[src/rtl/cabac_sao_bin_serializer_pkg.sv]
`default_nettype none
// ============================================================================
// Module      : cabac_defines
// Description : Shared word-type codes, FSM states and word helpers for the
//               SAO bin serializer.
// Revision    : 1.0 - initial release
// ============================================================================
package cabac_defines;

    localparam logic [1:0] BIN_REG      = 2'b00;
    localparam logic [1:0] BIN_EMPTY    = 2'b01;
    localparam logic [1:0] BIN_BYP      = 2'b10;
    localparam int         MAX_BYP_BINS = 5;

    typedef enum logic [1:0] {
        ST_IDLE = 2'd0,
        ST_EMIT = 2'd1,
        ST_DONE = 2'd2
    } state_t;

    typedef struct packed {
        logic       bypass;
        logic       val;
        logic [7:0] ctx;
    } bin_t;

    function automatic logic [2:0] byp_count(input logic [10:0] w);
        byp_count = (w[7:5] > 3'(MAX_BYP_BINS)) ? 3'(MAX_BYP_BINS) : w[7:5];
    endfunction

    // Reserved and zero-length bypass words carry no bins.
    function automatic logic word_nonempty(input logic [10:0] w);
        case (w[10:9])
            BIN_REG: word_nonempty = 1'b1;
            BIN_BYP: word_nonempty = (byp_count(w) != 3'd0);
            default: word_nonempty = 1'b0;
        endcase
    endfunction

    function automatic logic [2:0] init_cnt(input logic [10:0] w);
        init_cnt = (w[10:9] == BIN_BYP) ? byp_count(w) - 3'd1 : 3'd0;
    endfunction

    function automatic bin_t make_bin(input logic [10:0] w, input logic [2:0] cnt);
        bin_t b;
        if (w[10:9] == BIN_BYP) begin
            b.bypass = 1'b1;
            b.val    = w[cnt];
            b.ctx    = 8'd0;
        end else begin
            b.bypass = 1'b0;
            b.val    = w[8];
            b.ctx    = w[7:0];
        end
        return b;
    endfunction

endpackage
`default_nettype wire

[src/rtl/cabac_sao_bin_serializer_next_word.sv]
`default_nettype none
// ============================================================================
// Module      : cabac_sao_next_word
// Description : Lowest set mask bit at or above the current index.
// Revision    : 1.0 - initial release
// ============================================================================
module cabac_sao_next_word #(
    parameter int NUM_WORDS = 8,
    parameter int IDX_W     = $clog2(NUM_WORDS)
) (
    input  logic [NUM_WORDS-1:0] i_mask,
    input  logic [IDX_W-1:0]     i_cur,
    output logic [IDX_W-1:0]     o_next,
    output logic                 o_none
);

    // Descending scan: the last hit written is the lowest qualifying index.
    always_comb begin
        o_next = '0;
        o_none = 1'b1;
        for (int i = NUM_WORDS - 1; i >= 0; i--) begin
            if (i_mask[i] && (i >= int'(i_cur))) begin
                o_next = IDX_W'(i);
                o_none = 1'b0;
            end
        end
    end

endmodule
`default_nettype wire

[src/rtl/cabac_sao_bin_serializer.sv]
`default_nettype none
// ============================================================================
// Module      : cabac_sao_bin_serializer
// Description : Captures eight SAO binarization words and emits one bin per
//               valid/ready handshake to the BAC engine, skipping empty words.
// Revision    : 1.0 - initial release
// ============================================================================
module cabac_sao_bin_serializer
    import cabac_defines::*;
#(
    parameter int WORD_W    = 11,
    parameter int NUM_WORDS = 8
) (
    input  logic              clk,
    input  logic              rst,
    input  logic              start_i,
    input  logic [WORD_W-1:0] word_0_i,
    input  logic [WORD_W-1:0] word_1_i,
    input  logic [WORD_W-1:0] word_2_i,
    input  logic [WORD_W-1:0] word_3_i,
    input  logic [WORD_W-1:0] word_4_i,
    input  logic [WORD_W-1:0] word_5_i,
    input  logic [WORD_W-1:0] word_6_i,
    input  logic [WORD_W-1:0] word_7_i,
    output logic              bin_valid_o,
    input  logic              bin_ready_i,
    output logic              bin_bypass_o,
    output logic              bin_val_o,
    output logic [7:0]        bin_ctx_o,
    output logic              busy_o,
    output logic              done_o
);

    localparam int c_IDX_W = $clog2(NUM_WORDS);

    logic [WORD_W-1:0]    w_in_words [NUM_WORDS];
    logic [WORD_W-1:0]    r_words    [NUM_WORDS];
    logic [NUM_WORDS-1:0] w_in_mask, r_mask, w_mask_nxt;
    logic [NUM_WORDS-1:0] w_enc_mask;
    logic [c_IDX_W-1:0]   w_enc_cur, w_enc_next, r_idx, w_idx_nxt;
    logic                 w_enc_none, w_capture;
    logic [2:0]           r_cnt, w_cnt_nxt, w_sel_cnt;
    logic [WORD_W-1:0]    w_sel_word;
    state_t               r_state, w_state_nxt;
    bin_t                 r_bin, w_bin_nxt;

    assign w_in_words[0] = word_0_i;
    assign w_in_words[1] = word_1_i;
    assign w_in_words[2] = word_2_i;
    assign w_in_words[3] = word_3_i;
    assign w_in_words[4] = word_4_i;
    assign w_in_words[5] = word_5_i;
    assign w_in_words[6] = word_6_i;
    assign w_in_words[7] = word_7_i;

    always_comb begin
        w_in_mask = '0;
        for (int i = 0; i < NUM_WORDS; i++) begin
            w_in_mask[i] = word_nonempty(w_in_words[i]);
        end
    end

    // In EMIT the current bit is pre-cleared, so an inclusive search from the
    // current index finds the following word; IDLE searches the fresh mask.
    always_comb begin
        if (r_state == ST_IDLE) begin
            w_enc_mask = w_in_mask;
            w_enc_cur  = '0;
        end else begin
            w_enc_mask = r_mask & ~(NUM_WORDS'(1) << r_idx);
            w_enc_cur  = r_idx;
        end
    end

    cabac_sao_next_word #(
        .NUM_WORDS (NUM_WORDS),
        .IDX_W     (c_IDX_W)
    ) u_next_word (
        .i_mask (w_enc_mask),
        .i_cur  (w_enc_cur),
        .o_next (w_enc_next),
        .o_none (w_enc_none)
    );

    assign w_sel_word = (r_state == ST_IDLE) ? w_in_words[w_enc_next] : r_words[w_enc_next];
    assign w_sel_cnt  = init_cnt(w_sel_word);

    always_comb begin
        w_state_nxt = r_state;
        w_mask_nxt  = r_mask;
        w_idx_nxt   = r_idx;
        w_cnt_nxt   = r_cnt;
        w_bin_nxt   = r_bin;
        w_capture   = 1'b0;
        case (r_state)
            ST_IDLE: begin
                if (start_i) begin
                    w_capture  = 1'b1;
                    w_mask_nxt = w_in_mask;
                    if (w_enc_none) begin
                        w_state_nxt = ST_DONE;
                    end else begin
                        w_state_nxt = ST_EMIT;
                        w_idx_nxt   = w_enc_next;
                        w_cnt_nxt   = w_sel_cnt;
                        w_bin_nxt   = make_bin(w_sel_word, w_sel_cnt);
                    end
                end
            end
            ST_EMIT: begin
                if (bin_ready_i) begin
                    if (r_cnt != 3'd0) begin
                        w_cnt_nxt = r_cnt - 3'd1;
                        w_bin_nxt = make_bin(r_words[r_idx], r_cnt - 3'd1);
                    end else begin
                        w_mask_nxt = w_enc_mask;
                        if (w_enc_none) begin
                            w_state_nxt = ST_DONE;
                        end else begin
                            w_idx_nxt = w_enc_next;
                            w_cnt_nxt = w_sel_cnt;
                            w_bin_nxt = make_bin(w_sel_word, w_sel_cnt);
                        end
                    end
                end
            end
            ST_DONE: w_state_nxt = ST_IDLE;
            default: w_state_nxt = ST_IDLE;
        endcase
    end

    always_ff @(posedge clk) begin
        if (rst) begin
            r_state <= ST_IDLE;
        end else begin
            r_state <= w_state_nxt;
        end
    end

    always_ff @(posedge clk) begin
        if (rst) begin
            r_mask <= '0;
            r_idx  <= '0;
            r_cnt  <= '0;
            r_bin  <= '0;
        end else begin
            r_mask <= w_mask_nxt;
            r_idx  <= w_idx_nxt;
            r_cnt  <= w_cnt_nxt;
            r_bin  <= w_bin_nxt;
        end
    end

    always_ff @(posedge clk) begin
        if (w_capture) begin
            for (int i = 0; i < NUM_WORDS; i++) begin
                r_words[i] <= w_in_words[i];
            end
        end
    end

    assign bin_valid_o  = (r_state == ST_EMIT);
    assign busy_o       = (r_state != ST_IDLE);
    assign done_o       = (r_state == ST_DONE);
    assign bin_bypass_o = r_bin.bypass;
    assign bin_val_o    = r_bin.val;
    assign bin_ctx_o    = r_bin.ctx;

endmodule
`default_nettype wire
[config.mk]
export PLATFORM = sky130hd
export DESIGN_NAME = cabac_sao_bin_serializer
export DESIGN_NICKNAME = d
export VERILOG_FILES = /design/src/rtl/cabac_sao_bin_serializer_pkg.sv /design/src/rtl/cabac_sao_bin_serializer_next_word.sv /design/src/rtl/cabac_sao_bin_serializer.sv
export SDC_FILE = /design/constraint.sdc
export NUM_CORES = 1
export LEC_CHECK = 0
export CAP_MARGIN = 20
export CORE_UTILIZATION = 50
export DETAILED_ROUTE_END_ITERATION = 8
export MAX_ROUTING_LAYER = met4
export PLACE_DENSITY = 0.74
export SLEW_MARGIN = 10
export SYNTH_ARGS = -nofsm -noshare
export SYNTH_HDL_FRONTEND = slang
export SYNTH_SLANG_ARGS = --single-unit
export TNS_END_PERCENT = 100
[constraint.sdc]
create_clock -name clk -period 8.8 [get_ports clk]
set_clock_uncertainty 0.2 [all_clocks]
set_input_delay 2.2 -clock clk [delete_from_list [all_inputs] [get_ports clk]]
set_output_delay 2.2 -clock clk [all_outputs]
set_load 0.02 [all_outputs]
* Yosys cells after proc, flatten, opt, wreduce, memory -nomap -nowiden *
Memories as Yosys holds them, arrays and structs flattened. A register that Yosys moved wholly into a read port is not among the register bits.
Index checks and enable logic that the tools add are counted.

word-level totals
  flip-flop bits (word level) = 26
  bits in writable memories = 88
  output and inout bits = 13
  word-level logic and storage cells = 156
  memories = 1

memory list
  memory   words  bits a word  read ports  clocked after memory_dff  write ports  line                            RTL
  r_words  8      11           2           1                         8            cabac_sao_bin_serializer.sv:37  logic [WORD_W-1:0] r_words [NUM_WORDS];

cells by class
  $add $sub $neg = 2
  order comparisons = 19
  equal/unequal tests = 16
  shift-type cells = 1
  mux-type cells = 77
  bitwise logic cells = 3
  reductions and logical operators = 30

operators with widths
  kind                                                                                number
  3-bit two-way mux                                                                   29
  10-bit two-way mux                                                                  6
  11-bit binary-select mux with 3-bit select                                          1
  11-bit two-way mux                                                                  3
  8-bit two-way mux                                                                   4
  3-bit greater-than comparator, second input constant                                9
  3-bit nonzero test                                                                  9
  2-bit == test, second input constant                                                11
  10-bit case mux with 2 select lines                                                 1
  2-bit zero test                                                                     9
  1-bit case mux with 2 select lines                                                  8
  8-bit case mux with 2 select lines                                                  1
  1-bit two-way mux                                                                   14
  3-bit case mux with 2 select lines                                                  2
  3-bit by 5-bit < comparator with 1-bit output, second input constant                2
  2-bit two-way mux                                                                   5
  3-bit greater-or-equal comparator, first input constant                             3
  8-bit AND                                                                           1
  8-bit inverter                                                                      1
  4-bit AND reduction                                                                 2
  1-bit by 3-bit left shift with 8-bit output, first input constant                   1
  1-bit logical AND                                                                   7
  1-bit binary-select mux with 3-bit select                                           2
  1-bit by 3-bit greater-or-equal comparator with 1-bit output, first input constant  2
  10 further kinds                                                                    15

* Depth between registers and ports, before layout *
Gate-level depths: netlist (run 1).

  depth after elaboration = 29
  gate-level depth with buffers = 20
  depth with buffers taken out = 16

* Modules after synthesis *
A second synthesis (run 1) with hierarchy kept.

second synthesis, totals
  cells, all modules = 584
  area, all modules = 7065.5 sq um

by module, submodules not included
  module                    instances  cells an instance  area an instance (sq um)  seq. area each (sq um)
  cabac_sao_bin_serializer  1          554                6875.3                    3223.1
  cabac_sao_next_word       1          30                 190.2                     0.0

* Worst setup path before layout (run 1) *
No wires, ideal clock.

  kind = input-to-reg
  start point = input port word_7_i[6]
  end point = register r_bin, in the netlist bin_val_o
  library setup time = 0.130 ns
  data arrival time = 5.560 ns
  slack = 2.910 ns
  stages on the path = 15
  cells stage by stage = nor4b_1 -> a211oi_2 -> o31a_2 -> o31a_4 -> nand2_8 -> mux2_2 -> a2111oi_4 -> o22ai_1 -> and2_1 -> ha_1 -> inv_1 -> a221oi_1 -> o41ai_1 -> o211ai_1 -> o211ai_1

between the ends
  word-level cells in the longest chain between the ends = 29
  elaborated cells between the ends (all ways) = 40

RTL lines
  element                                                 line                                      RTL
  start: declaration                                      cabac_sao_bin_serializer.sv:24            input logic [WORD_W-1:0] word_7_i,
  3-bit greater-than comparator                           cabac_sao_bin_serializer_pkg.sv:28        byp_count = (w[7:5] > 3'(MAX_BYP_BINS)) ? 3'(MAX_BYP_BINS) : w[7:5];
  3-bit two-way mux                                       cabac_sao_bin_serializer_pkg.sv:28
  3-bit nonzero test                                      cabac_sao_bin_serializer_pkg.sv:35        BIN_BYP: word_nonempty = (byp_count(w) != 3'd0);
  1-bit case mux with 2 select lines                      cabac_sao_bin_serializer_pkg.sv:33        case (w[10:9])
  8-bit two-way mux                                       cabac_sao_bin_serializer.sv:66            if (r_state == ST_IDLE) begin
  3-bit two-way mux (8 in series)                         cabac_sao_bin_serializer_next_word.sv:22  if (i_mask[i] && (i >= int'(i_cur))) begin
  3-bit inverter with 4-bit output (implied by the code)  cabac_sao_bin_serializer.sv:85            assign w_sel_word = (r_state == ST_IDLE) ? w_in_words[w_enc_next] : r_words[w_enc_next];
  11-bit binary-select mux with 3-bit select              cabac_sao_bin_serializer.sv:85
  [6 not listed]                                          --
  3-bit two-way mux                                       cabac_sao_bin_serializer_pkg.sv:41        init_cnt = (w[10:9] == BIN_BYP) ? byp_count(w) - 3'd1 : 3'd0;
  1-bit binary-select mux with 3-bit select               cabac_sao_bin_serializer_pkg.sv:48        b.val = w[cnt];
  1-bit two-way mux (implied by the code)                 cabac_sao_bin_serializer_pkg.sv:48
  10-bit two-way mux                                      cabac_sao_bin_serializer_pkg.sv:46        if (w[10:9] == BIN_BYP) begin
  10-bit two-way mux *                                    cabac_sao_bin_serializer.sv:117           if (w_enc_none) begin
  10-bit two-way mux                                      cabac_sao_bin_serializer.sv:112           if (r_cnt != 3'd0) begin
  10-bit two-way mux                                      cabac_sao_bin_serializer.sv:111           if (bin_ready_i) begin
  10-bit case mux with 2 select lines *                   cabac_sao_bin_serializer.sv:95            case (r_state)
  end signal: assignment                                  cabac_sao_bin_serializer.sv:150           r_bin <= w_bin_nxt;
  end: declaration                                        cabac_sao_bin_serializer.sv:45            bin_t r_bin, w_bin_nxt;

Mark *: on every way between the ends. The rest lies on a longest branch, timed or not. The select of a mux whose other input is x is not followed.
A chain may end at the register's enable or synchronous reset.

* Worst setup path in the final report (run 1) *
  start point = input port word_1_i[10]
  end point = register r_bin, in the netlist bin_val_o

between the ends
  word-level cells in the longest chain between the ends = 22
  elaborated cells between the ends (all ways) = 28

RTL lines
  element                                                 line                                      RTL
  start: declaration                                      cabac_sao_bin_serializer.sv:18            input logic [WORD_W-1:0] word_1_i,
  2-bit == test or 2-bit zero test (tied branches)        cabac_sao_bin_serializer_pkg.sv:33
  1-bit case mux with 2 select lines                      cabac_sao_bin_serializer_pkg.sv:33
  8-bit two-way mux                                       cabac_sao_bin_serializer.sv:66
  1-bit logical AND                                       cabac_sao_bin_serializer_next_word.sv:22
  3-bit two-way mux (2 in series)                         cabac_sao_bin_serializer_next_word.sv:22
  3-bit inverter with 4-bit output (implied by the code)  cabac_sao_bin_serializer.sv:85
  11-bit binary-select mux with 3-bit select              cabac_sao_bin_serializer.sv:85
  11-bit two-way mux (implied by the code) (2 in series)  cabac_sao_bin_serializer.sv:85
  [4 not listed]                                          --
  3-bit two-way mux                                       cabac_sao_bin_serializer_pkg.sv:41
  1-bit binary-select mux with 3-bit select               cabac_sao_bin_serializer_pkg.sv:48
  1-bit two-way mux (implied by the code)                 cabac_sao_bin_serializer_pkg.sv:48
  10-bit two-way mux                                      cabac_sao_bin_serializer_pkg.sv:46
  10-bit two-way mux *                                    cabac_sao_bin_serializer.sv:117
  10-bit two-way mux                                      cabac_sao_bin_serializer.sv:112
  10-bit two-way mux                                      cabac_sao_bin_serializer.sv:111
  10-bit case mux with 2 select lines *                   cabac_sao_bin_serializer.sv:95

Marked as above.

==> results of run 1 <==
power groups by stage:
stage / clock [mW] / combinational (mW) / sequential, mW
floorplan: 0 / 0.439 / 0.686
global placement: 0 / 0.611 / 0.690
detailed placement: 0 / 0.614 / 0.692
CTS: 0.709 / 0.620 / 0.681
global route: 0.737 / 0.669 / 0.687
finish: 0.708 / 0.629 / 0.682
routing by layer:
| layer | wire (um) | share of wire (%) | GRT usage, % |
|---|---|---|---|
| met5 | 0 | 0 | - |
| met4 | 762 | 3.3 | 13.0 |
| met3 | 1870 | 8.1 | 6.09 |
| met2 | 11100 | 48 | 51.8 |
| met1 | 9430 | 41 | 41.3 |
metrics by stage:
stage / worst slack [ns] / util [%] / hold slack (ns) / area, um^2 / std cells
after CTS: 1.49 / 61.9 / 0.273 / 9000 / 916
final: 1.34 / 62.0 / 0.268 / 9010 / 917
after detailed placement: 1.05 / 57.8 / 0.266 / 8400 / 884
after floorplan: 2.91 / - / 0.245 / 7420 / 634
after global routing: 1.02 / 62.0 / 0.312 / 9010 / 917
after global placement: 1.08 / 57.8 / 0.261 / 8400 / 884
worst max-delay path, cell delays in order:
cell	delay, ns
clkdlybuf4s50_1	0.57
nor4b_1	0.43
o22ai_2	0.34
a21oi_2	0.69
nand4_1	0.78
o22ai_1	0.45
mux2i_1	0.17
and4_1	0.29
nor2_1	0.23
o21ai_0	0.15
ha_1	0.40
inv_1	0.09
a221oi_1	0.32
o41ai_1	0.10
o211ai_1	0.23
o211ai_1	0.11
final cells by class:
| class | count | area, um^2 | share of cell area (%) |
|---|---|---|---|
| clock buffer | 22 | 464 | 5.15 |
| clock inverter | 10 | 133 | 1.47 |
| inverter | 16 | 62.6 | 0.694 |
| multi-input combinational | 458 | 3820 | 42.4 |
| sequential | 116 | 3200 | 35.5 |
| tap | 184 | 230 | 2.55 |
| timing repair buffer | 111 | 1100 | 12.2 |
synthesized netlist by cell type, drive strengths merged (7+ instances only):
cell type	number	area, um^2
o221ai	7	67.6
nor4b	7	73.8
a22oi	9	67.6
a31oi	11	68.8
buf	34	298
nor2	41	169
o21ai	38	198
a221oi	11	150
mux2i	47	470
inv	16	62.6
nand3	13	82.6
nor3	12	65.1
clkbuf	9	33.8
o22ai	13	93.8
mux2	18	210
o211ai	13	111
a211oi	19	175
mux4	22	495
edfxtp	88	2640
nand2	38	161
dfxtp	28	561
nor2b	20	125
o31ai	12	104
a21oi	28	151
cell families after synthesis:
kind of cell	synth area share (%)
flops	43.2
simple gates	12.3
xor+xnor	0.118
fa+ha+maj	0.641
buf+inv	5.43
mux	15.8
compound gates	22.5
final timing paths:
check	startpoint	slack, ns	end	cells after the start
worst max-delay path	word_1_i[10]	1.34	bin_val_o	16
worst min-delay path	r_mask[1]	0.27	r_mask[1]	2
worst max register to register	r_state[0]	3.07	bin_val_o	16
worst min register to register	r_mask[1]	0.27	r_mask[1]	2
sequential cells by signal, indices dropped and copies added, names as in the netlist, named ones only:
signal        count
bin_bypass_o      1
bin_val_o         1
bin_ctx_o         8
r_mask            7
r_idx             3
r_state           2
r_cnt             3
r_words          88
==> impl_metrics.tcl, run 1 <==
set metrics [dict create \
    run_status "finished, violations left" \
    violations "design-rule violations" \
    path_class "input pin to flop" \
    maximum_number_of_pins_on_one_net_before_global_route_repair 63 \
    async_reset_ff_share_pct 0 \
    drcViolationCount 1 \
    max-cap-violations 0 \
    synth-main-ff-cell "edfxtp_1" \
    drv_slew 0 \
    cts_htree_levels 4 \
    timing_worst_slew_pin_value_ns 1.04 \
    distinct_cells_synth 96 \
    clockPowerShare_pct 35.1 \
    cts_hold_repair.buffers 0 \
    wl_per_cell_um 25.3 \
    fin_tns_setup_ns 0 \
    synth_seq_cells 116 \
    gp_congestion 0.992 \
    finalWorstPathRequiredPeriod_ns 7.46 \
    filler_cell_count 1169 \
    routed_wirelength_mm 23.2 \
    tritoncts "built" \
    final_layout_size_suffix_gt1_share_pct 16.8 \
    groute.usage.overall_pct 32.7 \
    cts.clk_slew.worst_paths_ns 0.06 \
    syn_avg_cell_area_um2 11.7 \
    floorplan.core_area_um2 14500 \
    syn-cell-area_um2 7420 \
    clk_root_buffer_cell "clkbuf_16" \
    powerDensity_nw_per_um2 224 \
    design.die.area_um2 15300 \
    die_w_um 124 \
    worst_ir_drop_vdd_mv 0.134 \
    synth-edff-count 88 \
    crit_path_end_kind "flop" \
    p_sw_mw 0.659 \
    fmaxAchievable_ghz 0.134 \
    detailedRoute.firstIterationViolations 793 \
    clkSinkCount 116 \
    cts_buffer_count 17 \
    n_antenna_cell 0 \
    pin_count 105 \
    clk_path_buf_depth 2 \
    detailroute.via_count 6230 \
    finalHoldViolations 0 \
    fin_crit_sh_pct 84.8 \
    final_nets 815 \
    intPower_mw 1.36 \
    port-buffer-count 104 \
    dieHeight_um 124 \
    syn-instance-count 634 \
    final_common_cell "clkdlybuf4s50_1" \
    critPathArrivalTime_ns 7.56 \
    timing.slew.headroom_pct 30.4 \
    critical_path.max_fanout 14 \
    power_leakage_nw 3.07 \
    worst_ep_required_time_ns 8.90 \
    mappedNetlistNets 729 \
    yosys_warnings 0 \
    cts-resized-gates 0 \
    seq_power_share_pct 33.8 \
    comb_power_share_pct 31.2 \
    most-common-layout-cells "104 x clkdlybuf4s50_1, 88 x edfxtp_1, 47 x mux2i_1, 38 x nor2_1, 36 x nand2_1" \
    setup-violations-final 0 \
    first_pass_grt_wire_length_mm 34.9 \
    globalRouteOverflowTotal 0 \
    start_util_pct 51.1 \
    route.detailed.vias_per_inst 6.79 \
    final_total_power_mw 2.02 \
    area_delta_synth_final_pct 21.5 \
    final_hpwl_from_detailed_placement_mm 16.6 \
    std_cell_rows 44 \
    power.switching_fraction_pct 32.6 \
    worst_skew_pair.late_latency_ns 0.42 \
    post_cts.repair.setup_buffers 0 \
    startpoint_type "input pin" \
    grt_pass1_vias 6032 \
    ant_nets 0 \
    hold_removal_path_class "flop to flop" \
    antenna_violations_before_repair 0 \
    seq_area_frac_synth_pct 43.2 \
    grt_setup_unrepaired "false" \
    firstDrtPassIters 7 \
]
Power figures use the tool's default switching activity.
==> run 2: changes to the inputs <==
==> constraint.sdc (replaced) <==
create_clock -name clk -period 7 [get_ports clk]
set_clock_uncertainty 0.2 [all_clocks]
set_input_delay 1.75 -clock clk [delete_from_list [all_inputs] [get_ports clk]]
set_output_delay 1.75 -clock clk [all_outputs]
set_load 0.02 [all_outputs]
==> run 2 against run 1 <==
Effect of this change: the run still ends with design-rule violations left; hold slack improved by 0.011 ns; final cell count rose by 1.1%; via count fell by 1.5%; count of clock-buffer cells in the layout rose by 5; non-clock buffer count rose by 10; combinational power rose by 27%; register-to-register slack got worse by 1.1 ns; final area barely moved; critical path type unchanged; largest power group is now registers.
==> impl_metrics.tcl, run 2 (synthesis results as in run 1) <==
set metrics [dict create \
    timing.critical_path.cells "clkdlybuf4s50_1, nor4b_1, o22ai_2, buf_4, o31a_4, nand2_8, mux2_2, a2111oi_4, o22ai_1, and2_1, ha_1, inv_1, a221oi_1, o41ai_1, o211ai_1, o211ai_1" \
    timing.critical_path.slowest_stage_cell "nor4b_1" \
    registers.top_by_ff_count "r_words" \
    largest_register_ffs 88 \
    detailedRoute.firstIterationViolations 543 \
    area_delta_synth_final_pct 21.5 \
    timing.slew.headroom_pct 31.4 \
    std_cell_rows 44 \
    fmaxAchievable_ghz 0.153 \
    filler_cell_count 1201 \
    timing_worst_slew_pin_value_ns 1.03 \
    cts_htree_levels 4 \
    worst_ir_drop_vdd_mv 0.182 \
    critical_path.max_stage_delay_ns 0.78 \
    crit_path_max_delay_family "compound AO/OA/AOI/OAI gates" \
    critical_path.reg2reg.endpoint "bin_val_o" \
    firstDrtPassIters 7 \
    grt_pass1_vias 6070 \
    hold_removal_path_class "flop to flop" \
    comb_power_share_pct 32.6 \
    p_sw_mw 0.810 \
    setup_ws_ns 0.443 \
    globalRouteOverflowTotal 0 \
    startpoint_type "input pin" \
    groute.usage.overall_pct 31.7 \
    cts-resized-gates 0 \
    most-common-layout-cells "104 x clkdlybuf4s50_1, 88 x edfxtp_1, 47 x mux2i_1, 38 x nor2_1, 36 x nand2_1" \
    timing.hold.worst_path_depth 2 \
    clk_root_buffer_cell "clkbuf_16" \
    r2r_start "r_state[0]" \
    clk_path_buf_depth 2 \
    final_hpwl_from_detailed_placement_mm 16.3 \
    crit_path_frequent_cell "o211ai_1" \
    worst_skew_pair.late_latency_ns 0.42 \
    drcViolationCount 1 \
    run_status "finished, violations left" \
    critical_path.max_fanout 33 \
    powerDensity_nw_per_um2 271 \
    ant_nets 0 \
    worst_ep_required_time_ns 7.10 \
    r2r_cells 16 \
    die_w_um 124 \
    hold_end "r_mask[1]" \
    floorplan.core_area_um2 14500 \
    gp_congestion 0.999 \
    start_util_pct 51.1 \
    clkSinkCount 116 \
    fin_tns_setup_ns 0 \
    port-buffer-count 104 \
    final_nets 825 \
    detailroute.via_count 6136 \
    design.die.area_um2 15300 \
    dieHeight_um 124 \
    crit_path_end_kind "flop" \
    final_layout_size_suffix_gt1_share_pct 17.4 \
    path_class "input pin to flop" \
    maximum_number_of_pins_on_one_net_before_global_route_repair 57 \
    drv_slew 0 \
    power_leakage_nw 3.09 \
    route.detailed.vias_per_inst 6.62 \
    setup-violations-final 0 \
    finalHoldWorstSlack_ns 0.279 \
    finalWorstPathRequiredPeriod_ns 6.56 \
    critical_path_buf_inv_count 3 \
    seq_power_share_pct 35.1 \
    clockPowerShare_pct 32.3 \
    cts.clk_slew.worst_paths_ns 0.05 \
    grt_setup_unrepaired "false" \
    hold_start "r_mask[1]" \
    antenna_violations_before_repair 0 \
    setup.reg_to_reg.worst_slack_ns 1.98 \
    power.switching_fraction_pct 33.1 \
    intPower_mw 1.63 \
    cts_hold_repair.buffers 0 \
    cts_buffer_count 17 \
    place.detailed.instances 895 \
    tritoncts "built" \
    finalHoldViolations 0 \
    dp_worst_setup_slack_ns 0.0857 \
    fin_crit_sh_pct 93.7 \
    wl_per_cell_um 24.5 \
    violations "design-rule violations" \
    finalNonFillerCells 927 \
    max-cap-violations 0 \
    critPathArrivalTime_ns 6.66 \
    first_pass_grt_wire_length_mm 34.0 \
    final_total_power_mw 2.44 \
    pin_count 105 \
    routed_wirelength_mm 22.7 \
    n_antenna_cell 0 \
    final_common_cell "clkdlybuf4s50_1" \
    post_cts.repair.setup_buffers 0 \
]
## run 2: changes by cell type in the layout (fill, tap and decap cells not counted), sizes merged
cell	change
buf	+10
bufinv	-3
clkbuf	+5
clkinvlp	-2
## run 2: stage by stage
step | utilization (%) | instance area [um^2]
floorplan | - | 7420
global placement | 58.4 | 8490
detailed placement | 58.4 | 8490
CTS | 62.0 | 9020
global route | 62.0 | 9020
finish | 62.0 | 9020
## run 2: power groups by stage
stage	combinational [mW]	sequential (mW)	clock, mW
after floorplan	0.552	0.863	0
after global placement	0.773	0.866	0
after detailed placement	0.782	0.869	0
after CTS	0.788	0.856	0.792
after global routing	0.849	0.863	0.818
final	0.798	0.857	0.790
## run 2: worst max path at each step
stage	end	startpoint	slack, ns	depth (start not counted)
3_5_place_dp	bin_val_o	word_1_i[7]	0.09	16
5_1_grt	bin_val_o	word_1_i[7]	0.29	16
2_1_floorplan	bin_val_o	word_7_i[6]	1.56	15
4_1_cts	bin_val_o	word_1_i[10]	0.52	16
3_3_place_gp	bin_val_o	word_1_i[7]	0.19	15
6_report	bin_val_o	word_1_i[7]	0.44	16
## run 2: layout make-up
type,count,area (um^2),area share [%]
clock buffers,27,504,5.59
clock inverters,5,27.5,0.305
repair buffers,121,1170,13.0
inverters,16,62.6,0.694
multi-input cells,458,3820,42.4
flip-flops and latches,116,3200,35.5
well taps,184,230,2.55
## run 2: worst min-delay path, cell delays in order, from the launching register on
cell	delay, ns
dfxtp_1	0.30
o21ai_0	0.07
a21oi_1	0.06
## run 2: per-layer routing
metal  part of all wire, %  track usage (%)  vias to the layer above
met4                   3.4             15.5                        0
met1                    41             38.9                     3025
li1                      -                -                     2747
met2                    49             50.2                      315
met3                   6.8             5.91                       49
met5                     0                -                        -
==> run 3: changes to the inputs <==
--- a/config.mk
+++ b/config.mk
@@ -5,6 +5,7 @@
 export SDC_FILE = /design/constraint.sdc
 export NUM_CORES = 1
 export LEC_CHECK = 0
+export ABC_AREA = 1
 export CAP_MARGIN = 20
 export CORE_UTILIZATION = 50
 export DETAILED_ROUTE_END_ITERATION = 8
==> run 3 against run 2 <==
Effect of this change: the flow now finishes without violations; hold slack worse by 0.013 ns; count of clock-buffer cells in the layout fell by 3; combinational power up 19%; sequential power is essentially flat; first-iteration DRC count increased by 30%; clock power increased by 11%; flip-flop and latch count did not move; sequential share of layout area is 0.63 points higher; register-to-register slack worse by 0.04 ns; total power grew 9.7%; fmax increased by 11%.
==> impl_metrics.tcl, run 3 <==
set metrics [dict create \
    comb_power_share_pct 35.4 \
    path_class "input pin to flop" \
    clockPowerShare_pct 32.8 \
    powerDensity_nw_per_um2 303 \
    intPower_mw 1.70 \
    r2r_cells 32 \
    cts.clk_slew.worst_paths_ns 0.06 \
    area_delta_synth_final_pct 22.6 \
    power_leakage_nw 3.72 \
    route.detailed.vias_per_inst 5.77 \
    finalHoldWorstSlack_ns 0.266 \
    run_status "finished clean" \
    gp_congestion 0.936 \
    timing.slew.headroom_pct 46.3 \
    filler_cell_count 1241 \
    timing.critical_path.slowest_stage_cell "buf_4" \
    cts-resized-gates 0 \
    die_w_um 122 \
    finalWorstPathRequiredPeriod_ns 5.92 \
    critPathArrivalTime_ns 6.00 \
    synth.cells.most_frequent "248 x nand2_1, 126 x nand3_1, 107 x inv_1, 88 x edfxtp_1, 85 x o21ai_0" \
    groute.usage.overall_pct 31.0 \
    floorplan.core_area_um2 14000 \
    final_hpwl_from_detailed_placement_mm 14.4 \
    routed_wirelength_mm 21.6 \
    dp_worst_setup_slack_ns 0.792 \
    globalRouteOverflowTotal 0 \
    place.detailed.instances 1195 \
    final-seq-area_um2 3200 \
    maximum_number_of_pins_on_one_net_before_global_route_repair 62 \
    hold_end "r_mask[4]" \
    tritoncts "built" \
    synth.top_cell.area_share_pct 36.6 \
    pin_count 105 \
    critical_path.max_stage_delay_ns 0.55 \
    max-cap-violations 0 \
    yosys_warnings 0 \
    startpoint_type "input pin" \
    timing.hold.worst_path_depth 2 \
    detailroute.via_count 7079 \
    syn-instance-count 954 \
    synth-main-ff-cell "edfxtp_1" \
    syn-cell-area_um2 7230 \
    hold_start "r_mask[4]" \
    clkSinkCount 116 \
    final_layout_size_suffix_gt1_share_pct 7.35 \
    yosysMostFrequentCell "nand2_1" \
    fmaxAchievable_ghz 0.169 \
    post_cts.repair.setup_buffers 0 \
    most-common-layout-cells "248 x nand2_1, 126 x nand3_1, 107 x inv_1, 104 x clkdlybuf4s50_1, 88 x edfxtp_1" \
    clk_root_buffer_cell "clkbuf_16" \
    fin_tns_setup_ns 0 \
    final_design_area_no_fill_um2 8860 \
    port-buffer-count 104 \
    final_common_cell "nand2_1" \
    r2r_start "r_state[0]" \
    utilization_pct 63.3 \
    ant_nets 0 \
    netlist_top_cells_area "edfxtp_1 37%, nand2_1 13%, nand3_1 8.7%, dfxtp_1 7.8%, o21ai_0 5.9%" \
    dieHeight_um 122 \
    first_pass_grt_wire_length_mm 34.0 \
    power.switching_fraction_pct 36.4 \
    worst_skew_pair.late_latency_ns 0.42 \
    start_util_pct 51.7 \
    registers.top_by_ff_count "r_words" \
    worst_ep_required_time_ns 7.07 \
    setup.reg_to_reg.worst_slack_ns 1.94 \
    critical_path.reg2reg.endpoint "bin_val_o" \
    multi_input_area_um2 3250 \
    synth-edff-count 88 \
    setup_ws_ns 1.08 \
    crit_path_end_kind "flop" \
    antenna_violations_before_repair 0 \
    final_nets 1129 \
    finalNonFillerCells 1227 \
    seq_area_frac_synth_pct 44.3 \
    seq_power_share_pct 31.9 \
    crit_path_frequent_cell "nand2_1" \
    fin_crit_sh_pct 84.6 \
    async_reset_ff_share_pct 0 \
    std_cell_rows 43 \
    post-synth-top-area-cell "edfxtp_1" \
    cts_hold_repair.buffers 0 \
    wl_per_cell_um 17.6 \
    synth_seq_cells 116 \
    timing_worst_slew_pin_value_ns 0.804 \
    setup.worst_path.start "word_1_i[7]" \
    syn_avg_cell_area_um2 7.58 \
    placement.cell_area_um2 8260 \
    critical_path.max_fanout 61 \
    detailedRoute.firstIterationViolations 706 \
    n_antenna_cell 0 \
    firstDrtPassIters 5 \
    hold_removal_path_class "flop to flop" \
    finalHoldViolations 0 \
    setup-violations-final 0 \
    design.die.area_um2 14900 \
    worst_ir_drop_vdd_mv 0.192 \
    grt_setup_unrepaired "false" \
    drv_slew 0 \
    largest_register_ffs 88 \
    p_sw_mw 0.978 \
    clk_path_buf_depth 2 \
    cts_htree_levels 4 \
    cts_buffer_count 17 \
    drcViolationCount 0 \
    grt_pass1_vias 6562 \
    final_total_power_mw 2.68 \
    distinct_cells_synth 46 \
    mappedNetlistNets 1049 \
]
[run 3: changes by cell type after synthesis, moves of 11 or more]
cell,before,now
mux2i_1,47,0
mux4_2,22,0
inv_1,15,107
o211ai_1,12,33
a21oi_1,25,49
nor2b_1,20,0
nand2_1,36,248
clkbuf_1,9,23
o21ai_0,32,85
nand3_1,11,126
o31ai_1,11,0
[run 3: layout make-up]
| type | count | share of cell area [%] |
|---|---|---|
| clock buffer | 24 | 6.04 |
| clock inverter | 8 | 0.748 |
| inverter | 118 | 5.06 |
| multi-input combinational | 665 | 36.7 |
| sequential | 116 | 36.1 |
| tap | 180 | 2.54 |
| timing repair buffer | 116 | 12.8 |
[run 3: worst max-delay path by stage]
stage,slack [ns],cells past startpoint,endpoint
after floorplan,0.82,2,r_words[0][0]
after global placement,0.86,34,bin_val_o
after detailed placement,0.79,29,bin_val_o
after CTS,1.21,29,bin_val_o
after global routing,0.76,35,bin_val_o
final,1.08,29,bin_val_o
[run 3: logic make-up after synthesis]
group	synth area share, %
adders and majority gates	0.519
and+or+nand+nor	27.4
buffers and inverters	10.8
xor gates and xnor gates	0.121
DFF	44.3
AOI/OAI and AO/OA	16.8
[run 3: power groups by stage]
stage / logic [mW] / registers (mW) / clock network, mW
floorplan: 0.660 / 0.875 / 0
global placement: 0.923 / 0.866 / 0
detailed placement: 0.925 / 0.866 / 0
CTS: 0.933 / 0.854 / 0.883
global route: 1.05 / 0.862 / 0.911
finish: 0.949 / 0.855 / 0.879
[run 3: per-layer routing]
metal / routed length, um / GRT usage, % / vias up / share of wire [%]
met5: 0 / - / - / 0
met4: 617 / 12.6 / 0 / 2.9
met3: 1820 / 6.74 / 49 / 8.5
met2: 9810 / 47.3 / 350 / 46
met1: 9300 / 39.9 / 3281 / 43
li1: - / - / 3399 / -
[run 3: critical path: cells and delay by family]
family	cells	cell delay [ns]
buf+inv	5	1.22
fa+ha+maj	1	0.26
simple gates	18	2.19
compound gates	5	0.57
